## src/rtl/jtcps_dtack_multi.sv

```systemverilog
// 68000 DTACKn generator: programmable wait cycles, CH-way SDRAM busy arbitration, saturating delay debt.
// Optional JTCPS_DTACK_TIMEOUT_EN forces DTACKn after TOUT cen of waiting and raises a sticky tout_flag.
module jtcps_dtack_multi #(
  parameter int CH   = 2,
  parameter int WW   = 3,
  parameter int FW   = 4,
  parameter int TOUT = 255
) (
  input  logic          clk,
  input  logic          rst_n,
  input  logic          cen,
  input  logic          ASn,
  input  logic [WW-1:0] wait_cnt,
  input  logic          hold,
  input  logic [CH-1:0] bus_cs,
  input  logic [CH-1:0] bus_busy,
  input  logic          rom_ok,
  output logic          DTACKn,
  output logic [FW-1:0] debt,
  output logic          tout_flag
);

  logic [WW-1:0] wcnt, wlat;
  logic          armed, charged, last_ASn;
  logic          fall, restart, base_done, sel_busy, is_bus;
  logic          norm_rel, early_rel, do_charge, tout_rel;

  if (TOUT < 1 || TOUT > 65535) begin : g_tout_range
    $error("jtcps_dtack_multi: TOUT must be within 1..65535");
  end

  always_comb begin
    fall      = !ASn && last_ASn;
    restart   = ASn || fall || hold;
    base_done = wcnt >= wlat;
    sel_busy  = |(bus_cs & bus_busy);
    is_bus    = |bus_cs;
    norm_rel  = base_done && (!is_bus || !sel_busy);
    // Repaying debt: release one CPU cycle before the base wait would end.
    // Gated on DTACKn so a stalled cen cannot repay twice in one access.
    early_rel = is_bus && !sel_busy && armed && (debt != '0) && (wlat != '0)
                && (wcnt == wlat - WW'(1)) && DTACKn;
    do_charge = is_bus && base_done && sel_busy && cen && armed && !charged && !(&debt);
  end

`ifdef JTCPS_DTACK_TIMEOUT_EN
  localparam logic [15:0] TOUT_C = 16'(TOUT);
  logic [15:0] tcnt;

  always_comb tout_rel = DTACKn && (tcnt >= TOUT_C);

  always_ff @(posedge clk or negedge rst_n) begin
    if (!rst_n) begin
      tcnt      <= '0;
      tout_flag <= 1'b0;
    end else if (restart) begin
      tcnt <= '0;
    end else begin
      if (DTACKn && cen && !(&tcnt)) tcnt <= tcnt + 16'd1;
      if (tout_rel) tout_flag <= 1'b1;
    end
  end
`else
  always_comb tout_rel = 1'b0;
  assign tout_flag = 1'b0;
`endif

  always_ff @(posedge clk or negedge rst_n) begin
    if (!rst_n) begin
      DTACKn   <= 1'b1;
      debt     <= '0;
      wcnt     <= '0;
      wlat     <= '0;
      armed    <= 1'b0;
      charged  <= 1'b0;
      last_ASn <= 1'b1;
    end else begin
      last_ASn <= ASn;
      if (rom_ok) armed <= 1'b1;
      if (restart) begin
        DTACKn  <= 1'b1;
        wcnt    <= '0;
        charged <= 1'b0;
        // A hold restart keeps the latency latched at the strobe edge.
        if (fall) wlat <= wait_cnt;
      end else begin
        if (cen && !(&wcnt)) wcnt <= wcnt + WW'(1);
        if (norm_rel || early_rel || tout_rel) DTACKn <= 1'b0;
        if (early_rel) debt <= debt - FW'(1);
        if (do_charge) begin
          debt    <= debt + FW'(1);
          charged <= 1'b1;
        end
      end
    end
  end

endmodule

```

## config.mk

```make
export PLATFORM = sky130hd
export DESIGN_NAME = jtcps_dtack_multi
export DESIGN_NICKNAME = d
export VERILOG_FILES = /design/src/rtl/jtcps_dtack_multi.sv
export SDC_FILE = /design/constraint.sdc
export NUM_CORES = 1
export LEC_CHECK = 0
export ABC_AREA = 0
export CAP_MARGIN = 10
export CORE_MARGIN = 4
export CORE_UTILIZATION = 53
export CTS_CLUSTER_SIZE = 40
export DETAILED_ROUTE_END_ITERATION = 16
export MAX_ROUTING_LAYER = met4
export PLACE_DENSITY = 0.93
export SKIP_LAST_GASP = 1
export SYNTH_ARGS = -nofsm -noshare
export SYNTH_HDL_FRONTEND = slang
export SYNTH_SLANG_ARGS = --single-unit
```

## constraint.sdc

```tcl
create_clock -name clk -period 3.8 [get_ports clk]
set_input_delay 0.76 -clock clk [delete_from_list [all_inputs] [get_ports clk]]
set_output_delay 0.76 -clock clk [all_outputs]
set_load 0.01 [all_outputs]
```

# Word level (Yosys, flattened, before mapping)
# Index checks and enable logic that the tools add are counted.
totals:
  ff_bits: 14
  input_bits: 13
  output_inout_bits: 6
  word_cells: 60
classes:
  addsub: 4
  magnitude_cmp: 1
  n_eq_ne: 1
  muxes: 8
  bitwise: 2
  reduce_logical: 37
op_table:
  columns: ["operator", "n"]
  rows:
  - ["$logic_and 1x1->1", 15]
  - ["$mux 4", 2]
  - ["$reduce_bool 2->1", 4]
  - ["$logic_not 1->1", 6]
  - ["$mux 3", 2]
  - ["$add 4x1->4 const B", 1]
  - ["$logic_or 1x1->1", 4]
  - ["$mux 1", 4]
  - ["$reduce_and 2->1", 2]
  - ["$reduce_and 4->1", 1]
  - ["$reduce_bool 4->1", 1]
  - ["$reduce_or 2->1", 2]
  - ["$sub 4x1->4 const B", 1]
  - ["$add 3x1->3 const B", 1]
  - ["$eq 3x3->1", 1]
  - ["$ge 3x3->1", 1]
  - ["$reduce_and 3->1", 1]
  - ["$reduce_bool 3->1", 1]
  - ["$sub 3x1->3 const B", 1]
  - ["$and 2x2->2", 1]
  - ["$not 1->1", 1]

# Depth between registers and ports, before layout
# Gate-level depths: netlist of the first run.
logic_depth:
  ltp_word: 12
  mapped_depth: 11
  mapped_depth_nobuf: 11

# Worst setup path before layout of the first run
# Ideal clock, no wire load.
synth_path:
  path_kind: "input port to flip-flop"
  start: "input cen"
  end: "register debt[3]"
  setup_time_ns: 0.132
  arrival_time_ns: 2.110
  required_ns: 3.668
  setup_slack_ns: 1.559
  path_stages: 9
  path_buffers: 0
  path_cell_list: "nand2_1 nor4_4 nand2_2 ha_1 a21oi_1 nand2_1 nand4_1 o31ai_2 xor2_1"
synth_between:
  elab_chain_cells: 6
  word_cells_on_any_way: 7
  cone_classes: "mux: 1; reduce/logical: 6"
synth_rtl:
  columns: ["item", "line_no", "text"]
  rows:
  - ["from (decl)", "11", "input logic cen,"]
  - ["$logic_and 1x1->1 (*) (4 in series)", "43", "do_charge = is_bus && base_done && sel_busy && cen && armed && !charged && !(&debt);"]
  - ["$reduce_bool 2->1 (no source line)", null, null]
  - ["$reduce_and 2->1 (no source line)", null, null]
  - ["to (signal assigned)", "89", "if (early_rel) debt <= debt - FW'(1);"]
  - ["to (signal assigned)", "91", "debt <= debt + FW'(1);"]
  - ["to (decl)", "19", "output logic [FW-1:0] debt,"]
# Every way passes the cells marked *; elsewhere a longest branch is shown, timed or not.
# A chain may end at the register's enable or synchronous reset.

# Final worst setup path of the first run
# Ends and elaborated chain as after synthesis.

==> metrics, run 1 <==
fmax=approximately 390 MHz; Buffers on Ports=17; DR pass1 iterations=4; RD Place Congestion=between 0.8 and 0.9; count of final max-slew check failures=0; die width=49.4 um; Max-cap violations=0; post-synthesis cell area=between 900 and 1000 um2; design area=roughly 1100 um2; net switching share of the total power=between 30% and 40%; Tcrit/Tclk final=68.2%; most common library cells after synthesis=dfrtp_1, ha_1, nor2_1, nand2_1; final worst path period need=2590 ps; largest net degree at the start of global routing=15; n_diodes=0; Num CTS Buffers=3; clock sink total=14; CP Data Required Time=3950 ps; DRT Wirelength=1880 um; Initial Util=58.3%; clock power share=approximately a fifth; Worst EP arrival=~2700 ps; WL met3=93 um; # DRC=0; placed insts=roughly 110; share of cells above drive strength 1=between 10% and 20%; area post-placement=1090 um2; HPWL after DPL=roughly 1400 um; yosys warns=0; Switch Pwr=between 150 and 200 uW; Top Layer Used=met4; cts hold-fix bufs=0; CTS tree=yes; Synth top area share=between 30% and 40%; cells after synthesis=83; synth unique cells=35; Area growth syn-to-layout=23.7%; relative slew slack=58.0%; clock root cell=clkbuf_4; M1 WL=749 um; Gate power share=about two fifths; CTS H-tree lvls=1; VDD IR max=~0.00025 V; PD cells=roughly 460 nW/um2; Seq/Total Area, Yosys=approximately two fifths; total setup buffers inserted after CTS=0; count leader, synth=dfrtp_1; Leak=between 0.4 and 0.5 nW; clock buffer depth=2; Clk Latency, worst-skew pair=280 ps; Avg Cell Area, Syn=between 10 and 15 um2; Crit. End Element=flop; Post-Layout Cell Count=approximately 120; Routed wire per std cell=between 15 and 20 um; IO Pins=19; status=finished, final reports clean; wire length on met2=slightly below 1000 um; Final nets=around 130; unrepaired setup endpoints after global routing=false; worst slew pin tran=between 600 and 700 ps; power share of the sequential group=between 30% and 40%; prevailing post-synth register cell=dfrtp_1; Clk pin slew, worst setup/hold paths=about 90 ps; syn_nets=106; die height=~49 um; vias in the first global route=roughly 700; post-synth top area cell=dfrtp_1; internal power=343 uW; top cells by area, synth=dfrtp_1, ha_1, dfstp_2, mux2_4, nor2_1; number of flops mapped to enable cells by yosys=0; area of the die=between 2000 and 2500 um2; min-delay worst type=flop to flop; CTS resizes=0; Worst Setup Path Type=input port to flop; core area=between 1500 and 2000 um2; Hold Vio Cnt, Final=0; reg2reg setup slack=roughly 1500 ps; worst-case clock skew=a little over 10 ps; worst-path maximum fanout=4; global-route wire length before repair=3270 um; Worst Setup Start Kind=input port; initial antenna violation count=0; WHS=511 ps; DR iter-0 viols=7; Yosys reg bits=14; Antenna Nets Post-Route=0; total congestion overflow=0; endpoints failing setup=0; Final TNS setup=0 ps; DR vias=~670; Final Core Density=about 72%; vias per inst=5.65; Core Rows=14; Synth async-reset ratio=100%; All-Layer GR Usage=a little under a fifth
## worst max-delay path, stage by stage
cell	delay, ps
clkdlybuf4s50_1	500
nand2_1	90
nor4_4	320
nand2_2	160
ha_1	350
a21oi_1	160
nand2_1	90
nand4_1	110
o31ai_2	70
xor2_1	140
## final cells by class
cell class                 instances  area [um2]
multi-input combinational         63         531
fill                             123         434
sequential                        14         353
timing repair buffer              17         170
clock buffer                       4        36.3
tap                               16        20.0
inverter                           4        15.0
## cells by family after synthesis
group / after synthesis / share of synthesized area [%]
simple gates: 29 / 19.8
flops: 14 / 38.8
compound gates: 12 / 10.6
fa+ha+maj: 10 / 14.6
xor+xnor: 6 / 5.78
buf+inv: 6 / 2.89
mux: 5 / 7.15
other cells: 1 / 0.412
## power by group through the flow
stage	combinational, mW	clock, mW	sequential, mW
6_report	0.210	0.106	0.206
5_1_grt	0.232	0.117	0.211
4_1_cts	0.212	0.108	0.206
3_5_place_dp	0.209	0	0.208
3_3_place_gp	0.199	0	0.207
2_1_floorplan	0.124	0	0.211
## metrics by stage
step | setup slack, ps | power, mW
2_1_floorplan | 1560 | 0.335
3_3_place_gp | 998 | 0.406
6_report | 1210 | 0.522
3_5_place_dp | 930 | 0.417
4_1_cts | 1210 | 0.526
5_1_grt | 1040 | 0.560
## state kept, by name, indices dropped and copies added (netlist names)
signal    count
wlat          3
last_ASn      1
DTACKn        1
armed         1
wcnt          3
charged       1
debt          4
## path summary, 6_finish.rpt
| path | startpoint | to | cells past startpoint |
|---|---|---|---|
| setup / recovery | cen | debt[3] | 10 |
| setup reg to reg | wcnt[0] | debt[3] | 11 |
| min in group asynchronous | rst_n | armed | 1 |
| hold reg to reg | armed | armed | 1 |
| max in group asynchronous | rst_n | wcnt[1] | 1 |
| hold / removal | armed | armed | 1 |
## layer usage
metal	vias to the layer above	track usage, %
li1	327	-
met1	317	18.3
met2	17	34.2
met3	6	3.06
met4	0	8.29
met5	-	-
## layout by cell type, fill, tap and decap left out, types with 2 or more instances in the layout
cell,netlist,routed
mux2_4,3,3
nor2_1,7,7
nor2b_1,2,2
xnor2_1,3,3
ha_1,9,9
xor2_1,3,3
mux2i_1,2,2
clkdlybuf4s50_1,0,17
inv_1,4,4
a21oi_1,3,3
dfrtp_1,12,12
clkbuf_4,0,3
dfstp_2,2,2
nand2_1,6,6
nand3_1,2,2
o21ai_1,4,4
Power figures use the tool's default switching activity.
==> run 2: changes to the inputs <==
--- a/config.mk
+++ b/config.mk
@@ -8,11 +8,11 @@
 export ABC_AREA = 0
 export CAP_MARGIN = 10
 export CORE_MARGIN = 4
-export CORE_UTILIZATION = 53
+export CORE_UTILIZATION = 49
 export CTS_CLUSTER_SIZE = 40
 export DETAILED_ROUTE_END_ITERATION = 16
 export MAX_ROUTING_LAYER = met4
-export PLACE_DENSITY = 0.93
+export PLACE_DENSITY = 0.88
 export SKIP_LAST_GASP = 1
 export SYNTH_ARGS = -nofsm -noshare
 export SYNTH_HDL_FRONTEND = slang
==> constraint.sdc (replaced) <==
create_clock -name clk -period 2.5 [get_ports clk]
set_input_delay 0.5 -clock clk [delete_from_list [all_inputs] [get_ports clk]]
set_output_delay 0.5 -clock clk [all_outputs]
set_load 0.01 [all_outputs]
==> run 2 against run 1 <==
Compared with the run above:
- critical path type unchanged
- clock skew is 2.5 ps lower
- sequential share of layout area is 0.55 points lower
- clock power is 14% higher
- sequential power is 53% higher
- highest routed layer unchanged
- core utilization is 6.6 points lower
- hold slack worse by 1.3 ps
- die area is 6.8% higher
==> metrics, run 2 (same netlist as run 1, synthesis figures left out) <==
Worst Setup Path Type=input port to flop; unrepaired setup endpoints after global routing=false; Hold Vio Cnt, Final=0 (unchanged); CP Data Required Time=2660 ps (-1290 ps); All-Layer GR Usage=15.4% (-2.9 points); DRT Wirelength=1720 um (-8.2%); n_diodes=0 (unchanged); design area=1140 um2 (+1.8%); total congestion overflow=0 (unchanged); RD Place Congestion=0.812 (-2.0%); Clk pin slew, worst setup/hold paths=80 ps (about the same); placed insts=126 (+11%); reg2reg setup slack=330 ps (-1190 ps); count of final max-slew check failures=0 (unchanged); Worst EP arrival=2460 ps (-280 ps); max reg flops=4 (unchanged); area post-placement=1120 um2 (+3.1%); CTS H-tree lvls=1 (unchanged); worst-path maximum fanout=4 (unchanged); share of cells above drive strength 1=19.2% (+1.6 points); # DRC=0 (unchanged); clock sink total=14 (unchanged); Core Rows=15 (+1); global-route wire length before repair=2840 um (-13%); clock root cell=clkbuf_4; Clk Latency, worst-skew pair=280 ps (about the same); Area growth syn-to-layout=25.9%; vias per inst=5.28 (-6.6%); Worst Setup Start Kind=input port; Max-cap violations=0 (unchanged); die height=51.1 um (+3.4%); Post-Layout Cell Count=129 (+9.3%); total setup buffers inserted after CTS=0 (unchanged); Buffers on Ports=17 (unchanged); vias in the first global route=658 (-7.7%); clock buffer depth=2 (unchanged); Largest regs=debt x4, wcnt x3, wlat x3; Gate power share=42.7% (+2.4 points); highest-count cells in the layout ignoring fill and taps=clkdlybuf4s50_1, dfrtp_1, ha_1, nor2_1, nand2_1; Num CTS Buffers=3 (unchanged); Final nets=129 (+2.4%); die width=51.1 um (+3.4%); relative slew slack=57.0% (-1.0 points); status=finished, final reports clean; Tcrit/Tclk final=~92%; largest net degree at the start of global routing=15 (unchanged); Leak=0.501 nW (+1.3%); final worst path period need=~2300 ps; Final Core Density=65.6% (-6.6 points); IO Pins=19 (unchanged); VDD IR max=0.000448 V (+77%); DR pass1 iterations=5 (+1); Crit. End Element=flop; worst r2r dst=debt[3]; Initial Util=52.1% (-6.2 points); core area=1750 um2 (+12%); worst r2r src=wcnt[2]; register with the most flip-flops=debt; internal power=499 uW (+45%); Reg2Reg Depth=10 (-1); DR iter-0 viols=6 (-1); DR vias=681 (+2.1%); cts hold-fix bufs=0 (unchanged); origin of the worst setup path=cen; commonest non-fill, non-tap cell in the layout=clkdlybuf4s50_1; Routed wire per std cell=13.3 um (-16%); clock power share=15.9% (-4.4 points); fmax=~440 MHz; min-delay worst type=flop to flop; power share of the sequential group=41.4% (+1.9 points); Antenna Nets Post-Route=0 (unchanged); total power=764 uW (+46%); HPWL after DPL=1400 um (-3.2%); CTS tree=yes; PD cells=667 nW/um2 (+44%); net switching share of the total power=34.6% (+0.39 points); Final TNS setup=0 ps (unchanged); Switch Pwr=264 uW (+48%); worst-case clock skew=7.82 ps (-2.45 ps); crit path to=debt[3]; CTS resizes=0 (unchanged); area of the die=2610 um2 (+6.8%); endpoints failing setup=0 (unchanged); worst slew pin tran=643 ps (+15.3 ps); initial antenna violation count=0 (unchanged)
run 2: layout make-up:
| cell class | count | area, um2 |
|---|---|---|
| timing repair buffer | 20 | 193 |
| tap | 25 | 31.3 |
| multi-input combinational | 63 | 531 |
| sequential | 14 | 353 |
| fill | 149 | 601 |
| inverter | 4 | 15.0 |
| clock buffer | 3 | 22.5 |
run 2: through the flow:
| step | hold slack, ps | worst slack (ps) |
|---|---|---|
| after global placement | 473 | -11.7 |
| after floorplan | 204 | 478 |
| after CTS | 522 | 200 |
| after global routing | 540 | 108 |
| final | 510 | 205 |
| after detailed placement | 499 | -86.1 |
run 2: routing by layer:
layer / vias to the layer above / part of all wire, % / track usage, % / routed length, um
met1: 319 / 44 / 16.9 / 762
li1: 334 / - / - / -
met3: 2 / 7.1 / 7.29 / 123
met2: 26 / 47 / 24.5 / 813
met4: 0 / 1.3 / 5.38 / 22
met5: - / 0 / - / 0
run 2: worst min path at each step:
stage | start | end | slack (ps) | cells after the start
2_1_floorplan | rst_n | armed | 200 | 0
3_3_place_gp | armed | armed | 470 | 1
3_5_place_dp | armed | armed | 500 | 1
4_1_cts | armed | armed | 520 | 1
5_1_grt | DTACKn | DTACKn | 540 | 1
6_report | armed | armed | 510 | 1
run 2: worst max-delay path, stage by stage:
cell and delay, ps:
clkdlybuf4s50_1 470, nand2_1 90, nor4_4 340, nand2_2 140
ha_1 340, a21oi_1 150, nand2_1 90, nand4_1 100
o31ai_2 70, xor2_1 140
run 2: power groups by stage:
| stage | Clock [mW] | Combinational, mW | Sequential [mW] |
|---|---|---|---|
| final | 0.121 | 0.326 | 0.316 |
| after detailed placement | 0 | 0.327 | 0.319 |
| after floorplan | 0 | 0.188 | 0.321 |
| after global placement | 0 | 0.318 | 0.313 |
| after CTS | 0.127 | 0.329 | 0.315 |
| after global routing | 0.143 | 0.360 | 0.323 |
==> run 3: changes to the inputs <==
--- a/config.mk
+++ b/config.mk
@@ -7,6 +7,7 @@
 export LEC_CHECK = 0
 export ABC_AREA = 0
 export CAP_MARGIN = 10
+export CORE_ASPECT_RATIO = 1.2
 export CORE_MARGIN = 4
 export CORE_UTILIZATION = 49
 export CTS_CLUSTER_SIZE = 40
==> run 3 against run 2 <==
Compared with the run above:
- setup slack improved by 55 ps
- core utilization increased by 1.8 points
- critical path depth unchanged
- combinational power increased by 4%
- fmax increased by 2.5%
- via count increased by 0.59%
- die area increased by 0.10%
- clock-buffer cell count increased by 1
- highest routed layer unchanged
==> metrics, run 3 (same netlist as run 1, synthesis figures left out) <==
wire length on met2=998 um (+23%); total congestion overflow=0 (unchanged); die width=47.3 um (-7.4%); relative slew slack=57.9% (+0.90 points); largest net degree at the start of global routing=15 (unchanged); CTS tree=yes; fmax=446 MHz (+2.5%); # DRC=0 (unchanged); DR iter-0 viols=15 (+9); max reg flops=4 (unchanged); vias in the first global route=726 (+10%); clock buffer depth=2 (unchanged); worst-case clock skew=10.8 ps (+2.93 ps); die height=55.2 um (+8.0%); Worst EP arrival=2400 ps (-60 ps); Worst Setup Start Kind=input port; highest-count cells in the layout ignoring fill and taps=clkdlybuf4s50_1, dfrtp_1, ha_1, nor2_1, nand2_1; VDD IR max=0.000418 V (-6.8%); final worst path period need=2240 ps (-55.1 ps); M1 WL=668 um (-12%); Top Layer Used=met4; IO Pins=19 (unchanged); Worst Setup Path Type=input port to flop; DR vias=685 (+0.59%); status=finished, final reports clean; Crit. End Element=flop; Routed wire per std cell=14.3 um (+7.5%); Largest regs=debt x4, wcnt x3, wlat x3; initial antenna violation count=0 (unchanged); CP Data Required Time=2660 ps (about the same); Leak=0.507 nW (+1.3%); WL met3=94 um (-24%); area post-placement=1120 um2 (-0.11%); worst-path maximum fanout=4 (unchanged); register with the most flip-flops=debt; Max-cap violations=0 (unchanged); clock sink total=14 (unchanged); Core Rows=16 (+1); cts hold-fix bufs=0 (unchanged); DRT Wirelength=1780 um (+3.3%); vias per inst=5.52 (+4.6%); Hold Vio Cnt, Final=0 (unchanged); Antenna Nets Post-Route=0 (unchanged); All-Layer GR Usage=17.0% (+1.6 points); RD Place Congestion=0.868 (+6.8%); endpoints failing setup=0 (unchanged); placed insts=120 (-4.8%); Clk pin slew, worst setup/hold paths=90 ps (about the same); Post-Layout Cell Count=124 (-3.9%); Final nets=130 (+0.78%); Area growth syn-to-layout=26.1%; core area=1700 um2 (-2.5%); CTS resizes=0 (unchanged); CTS H-tree lvls=1 (unchanged); design area=1150 um2 (+0.22%); DR pass1 iterations=4 (-1); area of the die=2610 um2 (+0.10%); HPWL after DPL=1460 um (+3.9%); total setup buffers inserted after CTS=0 (unchanged); Initial Util=53.5% (+1.3 points); Num CTS Buffers=3 (unchanged); Tcrit/Tclk final=89.6% (-2.2 points); commonest non-fill, non-tap cell in the layout=clkdlybuf4s50_1; PD cells=688 nW/um2 (+3.1%); unrepaired setup endpoints after global routing=false; global-route wire length before repair=3040 um (+7.0%); total power=789 uW (+3.3%); count of final max-slew check failures=0 (unchanged); share of cells above drive strength 1=19.8% (+0.58 points); Clk Latency, worst-skew pair=290 ps (about the same); clock root cell=clkbuf_4; worst slew pin tran=629 ps (-13.5 ps); n_diodes=0 (unchanged); Buffers on Ports=17 (unchanged); min-delay worst type=flop to flop
[run 3: layout make-up]
class                           count  area [um2]
Clock buffer                        4        26.3
Fill cell                         131         554
Inverter                            4        15.0
Multi-Input combinational cell     63         531
Sequential cell                    14         353
Tap cell                           18        22.5
Timing Repair Buffer               21         200
[run 3: worst paths after layout]
kind	start	endpoint	slack, ps	depth (start not counted)
max reg2reg	wcnt[2]	debt[3]	300	10
max	bus_cs[0]	debt[3]	260	10
min reg2reg	armed	armed	510	1
min in group asynchronous	rst_n	armed	590	1
min	armed	armed	510	1
max in group asynchronous	rst_n	wlat[1]	1490	1
[run 3: worst max-delay path: stages]
cell             delay (ps)
clkdlybuf4s50_1         500
a22oi_2                 110
nor4_4                  260
nand2_2                 140
ha_1                    330
a21oi_1                 150
nand2_1                  90
nand4_1                 110
o31ai_2                  70
xor2_1                  140
[run 3: power by group]
group	leakage, nW	internal [mW]	switching [mW]
sequential	0.174	0.263	0.0512
clock	0.0150	0.0620	0.0753
combinational	0.318	0.186	0.152
[run 3: routing by layer]
layer,up-vias,global-route usage [%]
met2,17,31.7
met3,3,3.88
li1,334,-
met5,-,-
met4,0,4.15
met1,331,17.5
[run 3: stage by stage]
step / hold WS (ps) / utilization, % / setup WS, ps / setup TNS [ps]
2_1_floorplan: 204 / - / 478 / 0
3_3_place_gp: 487 / 65.9 / 50.3 / 0
3_5_place_dp: 494 / 65.9 / -28.5 / -28.5
4_1_cts: 517 / 67.4 / 264 / 0
5_1_grt: 548 / 67.4 / 36.8 / 0
6_report: 510 / 67.4 / 260 / 0
